<file path="src/rtl/element_delay_settler_pkg.sv">
// element_delay_settler_pkg: shared widths, K term type and settle FSM states
package element_delay_settler_pkg;
  localparam int DEF_DW_INTEGER = 18;
  localparam int DEF_DW_FRACTION = 6;
  localparam int DW_COUNTER = 7;
  typedef logic signed [DEF_DW_INTEGER+DEF_DW_FRACTION-1:0] term_t;
  typedef enum logic [2:0] {
    S_IDLE      = 3'd0,
    S_WAIT_TERM = 3'd1,
    S_SETTLE    = 3'd2,
    S_OUTPUT    = 3'd3,
    S_DONE      = 3'd4
  } settle_state_t;
endpackage

</file>
<file path="src/rtl/element_delay_settler_isqrt_step.sv">
// isqrt_step: one +-1 integer-sqrt settling step on (t, e = S - t^2) with settled/underflow/saturate flags
module isqrt_step #(
  parameter int DW_INTEGER = 18,
  parameter int DW_FRACTION = 6
) (
  input  logic [DW_INTEGER-1:0]                    t,
  input  logic signed [DW_INTEGER+DW_FRACTION+1:0] e,
  output logic [DW_INTEGER-1:0]                    t_next,
  output logic signed [DW_INTEGER+DW_FRACTION+1:0] e_next,
  output logic                                     settled,
  output logic                                     underflow,
  output logic                                     saturate
);
  logic signed [DW_INTEGER+DW_FRACTION+1:0] inc, dec;
  logic up, down, zero;
  assign inc = $signed({{(DW_FRACTION+1){1'b0}}, t, 1'b1}) <<< DW_FRACTION;
  assign dec = $signed({{(DW_FRACTION+1){1'b0}}, t - DW_INTEGER'(1), 1'b1}) <<< DW_FRACTION;
  assign zero = t == '0;
  assign up = e >= inc;
  assign down = e[DW_INTEGER+DW_FRACTION+1];
  assign saturate = up & (&t);
  assign underflow = down & zero;
  assign settled = !up & !down;
  assign t_next = saturate ? t : up ? t + DW_INTEGER'(1) : (down && !zero) ? t - DW_INTEGER'(1) : t;
  assign e_next = saturate ? e : up ? e - inc : down ? (zero ? '0 : e + dec) : e;
endmodule

</file>
<file path="src/rtl/element_delay_settler.sv">
// element_delay_settler: consumes K_n pairs, settles per-side integer sqrt delays, streams (element_n, delay_pos_n, delay_neg_n) with valid/ack
module element_delay_settler import element_delay_settler_pkg::*; #(
  parameter int DW_INTEGER = DEF_DW_INTEGER,
  parameter int DW_FRACTION = DEF_DW_FRACTION,
  parameter int NUM_ELEMENTS = 64,
  parameter int MAX_STEPS = 64
) (
  input  logic                                clk,
  input  logic                                rst,
  input  logic                                initiate,
  input  logic [DW_INTEGER-1:0]               tau_0,
  input  logic signed [DW_INTEGER+DW_FRACTION-1:0] term_pos_n,
  input  logic signed [DW_INTEGER+DW_FRACTION-1:0] term_neg_n,
  input  logic                                term_ready,
  input  logic                                term_last,
  output logic                                term_ack,
  output logic [DW_INTEGER-1:0]               delay_pos_n,
  output logic [DW_INTEGER-1:0]               delay_neg_n,
  output logic [DW_COUNTER-1:0]               element_n,
  output logic                                delay_valid,
  input  logic                                delay_ack,
  output logic                                busy,
  output logic                                done,
  output logic                                error
);
  localparam int EW = DW_INTEGER + DW_FRACTION + 2;
  settle_state_t state;
  logic [DW_INTEGER-1:0] t_p, t_n, tn_p, tn_n;
  logic signed [EW-1:0] e_p, e_n, en_p, en_n;
  logic set_p, set_n, uf_p, uf_n, sat_p, sat_n, last;
  logic [DW_COUNTER-1:0] cnt;
  assign busy = state != S_IDLE;
  assign done = state == S_DONE;
  isqrt_step #(.DW_INTEGER(DW_INTEGER), .DW_FRACTION(DW_FRACTION)) u_pos (
    .t(t_p), .e(e_p), .t_next(tn_p), .e_next(en_p), .settled(set_p), .underflow(uf_p), .saturate(sat_p));
  isqrt_step #(.DW_INTEGER(DW_INTEGER), .DW_FRACTION(DW_FRACTION)) u_neg (
    .t(t_n), .e(e_n), .t_next(tn_n), .e_next(en_n), .settled(set_n), .underflow(uf_n), .saturate(sat_n));
  always_ff @(posedge clk) begin
    if (rst) begin
      state <= S_IDLE;
      {t_p, t_n, e_p, e_n, cnt, last} <= '0;
      {term_ack, delay_pos_n, delay_neg_n, element_n, delay_valid, error} <= '0;
    end else begin
      case (state)
        S_IDLE: if (initiate) begin
          t_p <= tau_0;
          t_n <= tau_0;
          e_p <= '0;
          e_n <= '0;
          element_n <= '0;
          error <= 1'b0;
          state <= S_WAIT_TERM;
        end
        S_WAIT_TERM: if (term_ready && !term_ack) begin
          e_p <= e_p + EW'(term_pos_n);
          e_n <= e_n + EW'(term_neg_n);
          last <= term_last;
          term_ack <= 1'b1;
          cnt <= '0;
          state <= S_SETTLE;
        end
        S_SETTLE: begin
          term_ack <= 1'b0;
          if ((set_p && set_n) || cnt == DW_COUNTER'(MAX_STEPS)) begin
            error <= error | !(set_p && set_n);
            element_n <= element_n + DW_COUNTER'(1);
            state <= S_OUTPUT;
          end else begin
            {t_p, e_p, t_n, e_n} <= {tn_p, en_p, tn_n, en_n};
            cnt <= cnt + DW_COUNTER'(1);
            error <= error | uf_p | uf_n | sat_p | sat_n;
          end
        end
        S_OUTPUT: if (!delay_valid) begin
          delay_valid <= 1'b1;
          delay_pos_n <= t_p;
          delay_neg_n <= t_n;
        end else if (delay_ack) begin
          delay_valid <= 1'b0;
          state <= (last || element_n == DW_COUNTER'(NUM_ELEMENTS / 2)) ? S_DONE : S_WAIT_TERM;
        end
        S_DONE: state <= S_IDLE;
        default: state <= S_IDLE;
      endcase
    end
  end
endmodule

</file>
<file path="config.mk">
export PLATFORM = sky130hd
export DESIGN_NAME = element_delay_settler
export DESIGN_NICKNAME = d
export VERILOG_FILES = /design/src/rtl/element_delay_settler_pkg.sv /design/src/rtl/element_delay_settler_isqrt_step.sv /design/src/rtl/element_delay_settler.sv
export SDC_FILE = /design/constraint.sdc
export NUM_CORES = 1
export LEC_CHECK = 0
export CELL_PAD_IN_SITES_DETAIL_PLACEMENT = 1
export CELL_PAD_IN_SITES_GLOBAL_PLACEMENT = 2
export CORE_AREA = 4 4 217 219
export DETAILED_ROUTE_END_ITERATION = 8
export DIE_AREA = 0 0 221 223
export GPL_TIMING_DRIVEN = 1
export PLACE_DENSITY = 0.79
export SLEW_MARGIN = 20
export SYNTH_ARGS = -nofsm -noshare
export SYNTH_HDL_FRONTEND = slang
export SYNTH_SLANG_ARGS = --single-unit
</file>
<file path="constraint.sdc">
create_clock -name clk -period 3.55 [get_ports clk]
set_input_delay 0.71 -clock clk [delete_from_list [all_inputs] [get_ports clk]]
set_output_delay 0.71 -clock clk [all_outputs]
set_load 0.01 [all_outputs]
</file>
==> qor.txt <==
chip height - 223 um
Cell Count, Final, Fillers Out - 2792
RSZ-0062 raised after global routing - yes
Synth area leader - dfxtp_1
1st-pass router iterations - 4
critical path arrival - 3.79 ns
DRT antenna net count - 0
DRT Wirelength - 55.6 mm
first-pass GRT wire length - 88.3 mm
clk slew on worst S/H paths - 0.07 ns
post-synthesis sequential area ratio - 21.0%
total gr overflow - 0
Mapped Area - 13900 um^2
IO Pins - 120
sequential cell area - 2910 um^2
WL per Instance - 19.9 um
fin util - 40.9%
Clk pwr share - 11.7%
# setup viols final - 0
worst vdd ir - 349 uV
final worst-path cycle share - 97.4%
Placer Congestion - 0.909
met3 Resource Use GR - 2.47%
critical path's largest stage delay - 0.42 ns
hold_buf cts - 0
fraction of layout cells with a size suffix above 1 - 18.1%
PwrDens - 870 nW/um^2
Post-Syn Area per Cell - 7.43 um^2
EDFF count, synth - 0
Mapped Cells - 1864
Switch Pwr - 7.85 mW
gr usage total - 21.9%
Max-Cap Viols - 0
pre-CTS WS - -0.341 ns
die area - 49300 um^2
relative slew slack - 41.2%
CTS tree - yes
Setup CP Type - reg -> reg
CP Data Required Time - 3.88 ns
met2 Usage GRT - 40.0%
port buffer count - 119
count of cell types in the netlist - 90
setup slack after layout - 0.0930 ns
clk_lat worst skew - 0.46 ns
Initial Utilization - 30.7%
Final min period - 3.46 ns
final hold violation count - 0
sw frac - 48.9%
Worst Hold Class - reg -> reg
largest net degree at the start of global routing - 79
Die W - 221 um
CTS root buf - clkbuf_16
Main synth FF type - dfxtp_1
placed cells - 2753
core area - 45100 um^2
Hold Worst Slack - 0.459 ns
Synth-to-Final Area Change - 33.3%
H-tree level count - 4
YS warnings - 0
Clock Skews - 0.0175 ns
ranking of synthesized cells by area - dfxtp_1 (21%), ha_1 (12%), a21oi_1 (6.9%)
Post-synth ARST share - 0%
Sequential Power Share - 13.9%
worst-path cell chain - buf_4 -> or3_1 -> or3_4 -> xnor2_2 -> ha_1 -> and4_1 -> and2_4 -> o2111ai_4 -> a31oi_2 -> o21a_1 -> o21a_1 -> o32ai_1 -> o31ai_1 -> a311oi_1
Int Pwr - 8.21 mW
# fillers - 5486
slowest stage cell, crit path - or3_4
M1 GR Usage - 26.9%
DP HPWL - 44.9 mm
worst-case clock buffer depth - 2
Mapped Nets - 2076
max-slew violations - 0
Startpoint Class - flop
fmax - 289 MHz
Worst path most repeated cell - o21a_1
# DRC - 0
CP endpoint kind - flop
combinational power share - 74.4%
number of DRC markers in iteration 0 - 696
Vias - 15300
Nets - 2390
Tot Pwr - 16.1 mW
slew of the pin with the lowest slew margin - 0.882 ns
status - finished, final reports clean
# rows - 78
GR peak layer - met2
CTS sink cnt - 145
crit-path max FO - 6
antenna violations before repair - 0
#FFs+latches synth - 145
LEAKAGE - 7.58 nW
vias in the first global route - 16200
CTS Buf Count - 17
Multi-input gate area - 10700 um^2
top cell type's share of synthesized area - 21.0%
Via density - 5.49
==> synthesized netlist by cell type, drive strengths merged (5+ instances only) <==
library cell    n
o31ai          25
or2             7
nand2         216
nor2          145
a211o           6
a21boi          8
nor3b           7
nand4          26
o32ai           5
dfxtp         145
xnor2          95
a211oi         56
or3            28
a22oi          11
mux2i          16
xor2           42
o31a           11
or4             8
and2           25
nor4           12
nand3          51
o21a           23
nor2b          15
o221ai         12
nand2b         22
a21o           36
nor3           49
a21oi         193
clkbuf         82
o21ai          95
o21bai         13
a311oi         15
inv            67
ha            136
o211ai         12
a31o            7
and4            9
a31oi          21
buf            11
and3           18
a221oi          9
o22ai          14
==> power by group through the flow <==
stage / sequential (mW) / combinational [mW] / clock [mW]
2_1_floorplan: 2.17 / 7.30 / 0
3_3_place_gp: 2.23 / 11.2 / 0
3_5_place_dp: 2.24 / 11.4 / 0
4_1_cts: 2.21 / 11.6 / 1.93
5_1_grt: 2.26 / 13.1 / 2.01
6_report: 2.23 / 12.0 / 1.88
==> sequential cells by signal (all words and copies together) (netlist names) <==
name and cells:
delay_valid 1, delay_neg_n 18, e_p 26, t_n 18, delay_pos_n 18, state 3
element_n 7, t_p 18, last 1, e_n 26, term_ack 1, error 1
cnt 7
==> path summary, 6_finish.rpt <==
kind,startpoint,to,slack (ns),depth (start not counted)
max,t_n[6]$_SDFFE_PP0P_,e_n[25]$_SDFFE_PP0P_,0.09,14
min,delay_neg_n[7]$_SDFFE_PP0P_,delay_neg_n[7]$_SDFFE_PP0P_,0.46,2
max reg2reg,t_n[6]$_SDFFE_PP0P_,e_n[25]$_SDFFE_PP0P_,0.09,14
min reg2reg,delay_neg_n[7]$_SDFFE_PP0P_,delay_neg_n[7]$_SDFFE_PP0P_,0.46,2
==> worst max-delay path, delay by kind of cell, from the launching register on <==
kind	cells	cell delay [ns]
AOI/OAI and AO/OA	7	1.16
and+or+nand+nor	4	1.20
buffers and inverters	1	0.17
DFF	1	0.34
xor gates and xnor gates	1	0.16
adders and majority gates	1	0.30
==> through the flow <==
step           cell area, um^2  setup TNS, ns
2_1_floorplan            13900              0
3_3_place_gp             17500          -2.74
3_5_place_dp             17500          -4.21
4_1_cts                  18200        -0.0496
5_1_grt                  18500         -0.376
6_report                 18500              0
==> cells in the final DEF (no fill, tap or decap), drive strengths merged, types with 8 or more instances in the layout <==
| cell type | instances |
|---|---|
| buf | 270 |
| or3 | 28 |
| o21a | 23 |
| clkdlybuf4s50 | 118 |
| clkbuf | 17 |
| nand2b | 22 |
| o21ai | 95 |
| nand2 | 216 |
| a31oi | 21 |
| a21boi | 8 |
| and3 | 18 |
| a221oi | 9 |
| o21bai | 13 |
| nor3 | 49 |
| and4 | 9 |
| o211ai | 12 |
| o221ai | 12 |
| xnor2 | 95 |
| inv | 79 |
| mux2i | 16 |
| nor2b | 15 |
| o31a | 11 |
| or4 | 8 |
| a311oi | 15 |
| and2 | 25 |
| nor4 | 12 |
| a22oi | 11 |
| nor2 | 145 |
| a21oi | 193 |
| nand4 | 26 |
| a21o | 36 |
| xor2 | 42 |
| o22ai | 14 |
| dfxtp | 145 |
| a211oi | 56 |
| ha | 136 |
| o31ai | 25 |
| nand3 | 51 |
==> routing by layer <==
metal / share of wire, % / routed length, um
met2: 51 / 28100
met5: 0 / 0
met4: 3.0 / 1670
met1: 44 / 24600
met3: 2.2 / 1210
==> final cells by class <==
type / instances / area share [%]
Antenna cell: 1 / 0.0136
Clock buffer: 17 / 2.30
Clock inverter: 15 / 0.868
Inverter: 68 / 1.38
Multi-Input combinational cell: 1558 / 57.8
Sequential cell: 145 / 15.8
Tap cell: 600 / 4.07
Timing Repair Buffer: 388 / 17.8
==> repair_timing <==
action	in CTS	in global routing
endpoints found under the setup margin	26	68
buffers inserted	1	5
resized for setup	14	59
pin swaps	1	19
==> cells by family (layout without fill, tap and decap cells) <==
family	count (synthesis)	in the layout	share of synthesized area [%]
buffers and inverters	161	488	4.47
other	0	1	0
muxes	20	20	1.48
adders and majority gates	140	140	12.9
xor gates and xnor gates	137	137	8.66
and+or+nand+nor	650	650	22.6
AOI/OAI and AO/OA	611	611	29.0
DFF	145	145	21.0
(Power assumes the default switching activity.)
